$ cat src/rtl/syn_pcm_xfr_slave_buf.sv
// syn_pcm_xfr_slave_buf: PCM handshake slave feeding a show-ahead sample FIFO; SYN_PCM_XFR_STATS_EN adds saturating stats counters.
module syn_pcm_xfr_slave_buf #(
  parameter int PCM_W      = 16,
  parameter int FIFO_DEPTH = 8,
  parameter int PTR_W      = $clog2(FIFO_DEPTH)
) (
  input  logic               clk_ir,
  input  logic               rst_il,
  input  logic               pcm_data_valid,
  input  logic [2*PCM_W-1:0] pcm_data,
  output logic               ack,
  output logic               fifo_empty_o,
  output logic               fifo_full_o,
  output logic [PTR_W:0]     fifo_occ_o,
  output logic [2*PCM_W-1:0] fifo_data_o,
  input  logic               fifo_rd_i,
  output logic [15:0]        samples_cnt_o,
  output logic [15:0]        stall_cnt_o
);
  typedef enum logic [1:0] {IDLE, ACK, WAIT_LOW} state_t;
  state_t state, state_nxt;
  logic [2*PCM_W-1:0] mem [FIFO_DEPTH];
  logic [PTR_W-1:0] wr_ptr, rd_ptr;
  logic [PTR_W:0] occ_nxt;
  logic wr, rd;
  // full comes from the registered occupancy, so a pop while full cannot admit a write that cycle
  assign wr = state == IDLE && pcm_data_valid && !fifo_full_o;
  assign rd = fifo_rd_i && !fifo_empty_o;
  always_ff @(posedge clk_ir)
    if (rst_il) state <= IDLE;
    else state <= state_nxt;
  always_comb
    state_nxt = state == IDLE ? (wr ? ACK : IDLE) :
                state == ACK  ? WAIT_LOW :
                (pcm_data_valid ? WAIT_LOW : IDLE);
  always_comb
    ack = state == ACK;
  always_comb
    occ_nxt = wr && !rd ? fifo_occ_o + (PTR_W+1)'(1) :
              rd && !wr ? fifo_occ_o - (PTR_W+1)'(1) : fifo_occ_o;
  always_ff @(posedge clk_ir)
    if (rst_il) begin
      wr_ptr       <= '0;
      rd_ptr       <= '0;
      fifo_occ_o   <= '0;
      fifo_empty_o <= 1'b1;
      fifo_full_o  <= 1'b0;
    end else begin
      if (wr) wr_ptr <= wr_ptr + PTR_W'(1);
      if (rd) rd_ptr <= rd_ptr + PTR_W'(1);
      fifo_occ_o   <= occ_nxt;
      fifo_empty_o <= occ_nxt == '0;
      fifo_full_o  <= occ_nxt == (PTR_W+1)'(FIFO_DEPTH);
    end
  always_ff @(posedge clk_ir)
    if (wr) mem[wr_ptr] <= pcm_data;
  assign fifo_data_o = fifo_empty_o ? '0 : mem[rd_ptr];
`ifdef SYN_PCM_XFR_STATS_EN
  always_ff @(posedge clk_ir)
    if (rst_il) begin
      samples_cnt_o <= '0;
      stall_cnt_o   <= '0;
    end else begin
      if (ack && ~&samples_cnt_o) samples_cnt_o <= samples_cnt_o + 16'd1;
      if (state == IDLE && pcm_data_valid && fifo_full_o && ~&stall_cnt_o) stall_cnt_o <= stall_cnt_o + 16'd1;
    end
`else
  assign samples_cnt_o = '0;
  assign stall_cnt_o   = '0;
`endif
endmodule

$ cat config.mk
export PLATFORM = sky130hd
export DESIGN_NAME = syn_pcm_xfr_slave_buf
export DESIGN_NICKNAME = d
export VERILOG_FILES = /design/src/rtl/syn_pcm_xfr_slave_buf.sv
export SDC_FILE = /design/constraint.sdc
export NUM_CORES = 1
export LEC_CHECK = 0
export BUFFER_PORTS_ARGS = -buffer_cell sky130_fd_sc_hd__clkbuf_2
export CORE_ASPECT_RATIO = 0.8
export CORE_MARGIN = 1
export CORE_UTILIZATION = 65
export CTS_BUF_LIST = sky130_fd_sc_hd__clkbuf_8
export DETAILED_ROUTE_END_ITERATION = 10
export HOLD_SLACK_MARGIN = 0.02
export PLACE_DENSITY = 0.85
export SLEW_MARGIN = 30
export SYNTH_ARGS = -nofsm -noshare
export SYNTH_HDL_FRONTEND = slang
export SYNTH_SLANG_ARGS = --single-unit
$ cat constraint.sdc
create_clock -name clk_ir -period 5.7 [get_ports clk_ir]
set_input_delay 0.57 -clock clk_ir [delete_from_list [all_inputs] [get_ports clk_ir]]
set_output_delay 0.57 -clock clk_ir [all_outputs]
set_load 0.03 [all_outputs]
==> impl_metrics.json <==
{
  "hold_viol": 0,
  "global_placement_routability_congestion": 0.761,
  "clock.fmax_mhz": 288,
  "synth_async_sr_flop_share": 0,
  "syn2layout_area_growth_pct": 12.3,
  "fillers": 883,
  "cts_setup_buffers": 0,
  "worst-endpoint-required_ns": 5.13,
  "totalNegativeSetupSlack_ns": 0,
  "netlist.top_cell.by_area": "sky130_fd_sc_hd__edfxtp_1",
  "maximum_number_of_pins_on_one_net_before_global_route_repair": 65,
  "p_int_mw": 3.38,
  "grt_first_pass_wirelength_um": 29100,
  "routed_wire_length_per_instance_um": 22.1,
  "number_of_instances_in_the_synthesized_netlist": 529,
  "synth.most_common_cell": "sky130_fd_sc_hd__edfxtp_1",
  "cellPowerDensity_nw_per_um2": 391,
  "critical_path.startpoint_type": "flip-flop",
  "drive_gt1_frac": 0.339,
  "power.switching_fraction": 0.285,
  "worst_setup_path_end_kind": "output port",
  "timing.final.crit_period_ns": 3.47,
  "htreeDepth": 2,
  "synth_largest_type_area_fraction": 0.715,
  "cts.sink_count": 273,
  "ys_seq_elements": 273,
  "netlist-cell-type-count": 36,
  "netlist_top_cells_area": "sky130_fd_sc_hd__edfxtp_1 (72%), sky130_fd_sc_hd__mux4_2 (13%), sky130_fd_sc_hd__dfxtp_1 (3.2%)",
  "outcome": "complete, no violations",
  "power_frac_clock": 0.297,
  "fin_nets": 675,
  "grt_remaining_overflow": 0,
  "finalCoreUtilization": 0.757,
  "initial_core_util": 0.674,
  "timing_worst_slew_pin_value_ns": 0.918,
  "die_h_um": 117,
  "route.detailed.vias_per_inst": 5.88,
  "drv_cap": 0,
  "total_leakage_power_nw": 4.04,
  "dp.final_hpwl_um": 10500,
  "critical_path_arrival_ns": 2.90,
  "cts_made_buffers": 40,
  "slew-limit-headroom": 0.388,
  "finalMaxSlewViolations": 0,
  "postLayoutCellArea_um2": 12100,
  "initial_drc_count": 358,
  "yosysWarningCount": 0,
  "peakVddDrop_mv": 0.221,
  "antenna_cells_inserted": 0,
  "grt_pass1_vias": 5262,
  "die_w_um": 146,
  "die-area_um2": 17100,
  "insertion_delay_ns": 0.52,
  "path_class": "reg -> out",
  "syn_avg_cell_area_um2": 20.3,
  "layout_worst_path_cycle_share": 0.609,
  "clock_path_buffers": 3,
  "num_vias": 5154,
  "num_io_pins": 107,
  "clock_root_buffer": "sky130_fd_sc_hd__clkbuf_8",
  "power_frac_comb": 0.206,
  "ys_seq_area_frac": 0.747,
  "rsz0062_at_grt": "false",
  "cts_resized": 0,
  "synthTopCellsByCount": "sky130_fd_sc_hd__edfxtp_1 (256), sky130_fd_sc_hd__mux4_2 (64), sky130_fd_sc_hd__nor2_1 (47), sky130_fd_sc_hd__buf_4 (32), sky130_fd_sc_hd__mux2i_1 (32)",
  "register_area_um2": 8030,
  "drt.antenna.violating_nets": 0,
  "core_um2": 16000,
  "worst_hold_path_type": "in -> reg",
  "multi_input_gate_area_um2": 2550,
  "dominantRegCellSynth": "sky130_fd_sc_hd__edfxtp_1",
  "skew_ns": 0.0133,
  "route.detailed.drc": 0,
  "finalWirelength_um": 19400,
  "tritoncts": "built",
  "crit_path_max_fanout": 24,
  "layoutNonFillerInstCount": 876,
  "dp_cells": 807,
  "netSwitchingPower_mw": 1.34,
  "final_setup_fails": 0,
  "cts.reportedPaths.clkPinSlew_ns": 0.06,
  "post_dp_cell_area_um2": 11300,
  "first_pass_iters": 5,
  "ctsHoldBuffers": 0,
  "gr-usage-all-layers": 0.235,
  "placement_rows": 41,
  "timing.hold.ws_ns": 0.327,
  "portBuffers": 74,
  "grt_antenna_before_repair": 0,
  "post_synth_instance_area_um2": 10800,
  "sequentialPowerShare": 0.497,
  "synth-edff-count": 256
}
[final timing paths]
path,start,end,slack [ns],depth (start not counted)
min,pcm_data[13],mem[1][13],0.33,1
max,flip-flop,fifo_data_o[13],2.23,6
max reg2reg,state[0],mem[0][15],3.06,4
min reg2reg,rd_ptr[1],flip-flop,0.49,2
[per-stage QoR]
step	total power [mW]	setup slack, ns
after floorplan	3.11	1.87
after global routing	4.91	1.97
after CTS	4.75	1.97
after global placement	3.32	2.61
after detailed placement	3.35	2.54
final	4.72	2.23
[cell families after synthesis]
kind of cell,synth area share
flops,0.747
other cells,0.000349
simple gates,0.0364
mux,0.167
compound gates,0.00896
fa+ha+maj,0.00466
xor+xnor,0.00407
buf+inv,0.0322
[metal layers]
layer,global-route usage,wire (um),vias up,part of all wire
met3,0.0516,1520,29,0.079
met2,0.411,9860,218,0.51
met5,0,0,-,0
met4,0.0681,329,0,0.017
li1,-,-,2259,-
met1,0.303,7650,2648,0.40
[cell type report]
cell class / instances / share of cell area
inverters: 3 / 0.000933
flip-flops and latches: 273 / 0.666
well taps: 215 / 0.0223
multi-input cells: 229 / 0.212
clock buffers: 42 / 0.0479
clock inverters: 26 / 0.0113
repair buffers: 88 / 0.0404
[cell usage in the layout, fill, tap and decap left out, types with 2 or more instances in the layout]
cell type,n
sky130_fd_sc_hd__dfxtp_2,2
sky130_fd_sc_hd__nor2b_1,3
sky130_fd_sc_hd__clkinv_1,3
sky130_fd_sc_hd__ha_1,4
sky130_fd_sc_hd__nand2b_1,4
sky130_fd_sc_hd__inv_1,19
sky130_fd_sc_hd__a211oi_1,2
sky130_fd_sc_hd__nor2_1,41
sky130_fd_sc_hd__a21oi_1,5
sky130_fd_sc_hd__mux2i_1,32
sky130_fd_sc_hd__clkbuf_2,74
sky130_fd_sc_hd__xor2_1,2
sky130_fd_sc_hd__mux4_2,64
sky130_fd_sc_hd__nand2_1,8
sky130_fd_sc_hd__nand3_1,3
sky130_fd_sc_hd__nand2_2,2
sky130_fd_sc_hd__xnor2_1,3
sky130_fd_sc_hd__o21ai_0,2
sky130_fd_sc_hd__conb_1,32
sky130_fd_sc_hd__buf_4,13
sky130_fd_sc_hd__mux2_4,2
sky130_fd_sc_hd__edfxtp_1,256
sky130_fd_sc_hd__clkinv_2,4
sky130_fd_sc_hd__clkbuf_8,42
sky130_fd_sc_hd__clkinvlp_4,2
sky130_fd_sc_hd__dfxtp_1,14
sky130_fd_sc_hd__nor2_4,7
[power by group through the flow]
| stage | registers (mW) | logic (mW) | clock network [mW] |
|---|---|---|---|
| after floorplan | 2.38 | 0.736 | 0 |
| after global placement | 2.41 | 0.910 | 0 |
| after detailed placement | 2.42 | 0.935 | 0 |
| after CTS | 2.38 | 0.945 | 1.43 |
| after global routing | 2.36 | 1.04 | 1.52 |
| final | 2.35 | 0.974 | 1.40 |
[worst max-delay path, stage by stage (launching register included)]
cell and delay (ns):
sky130_fd_sc_hd__dfxtp_4 0.63, sky130_fd_sc_hd__buf_12 0.28, sky130_fd_sc_hd__buf_4 0.41, sky130_fd_sc_hd__mux4_2 0.56, sky130_fd_sc_hd__mux2i_1 0.19, sky130_fd_sc_hd__nor2_1 0.06, sky130_fd_sc_hd__clkbuf_2 0.20
[sequential cells by signal, indices dropped and copies added (netlist names), named ones only]
name and cells:
fifo_empty_o 1, fifo_full_o 1, fifo_occ_o 4, mem 256, rd_ptr 3, state 2
wr_ptr 3
Power figures use the tool's default switching activity.
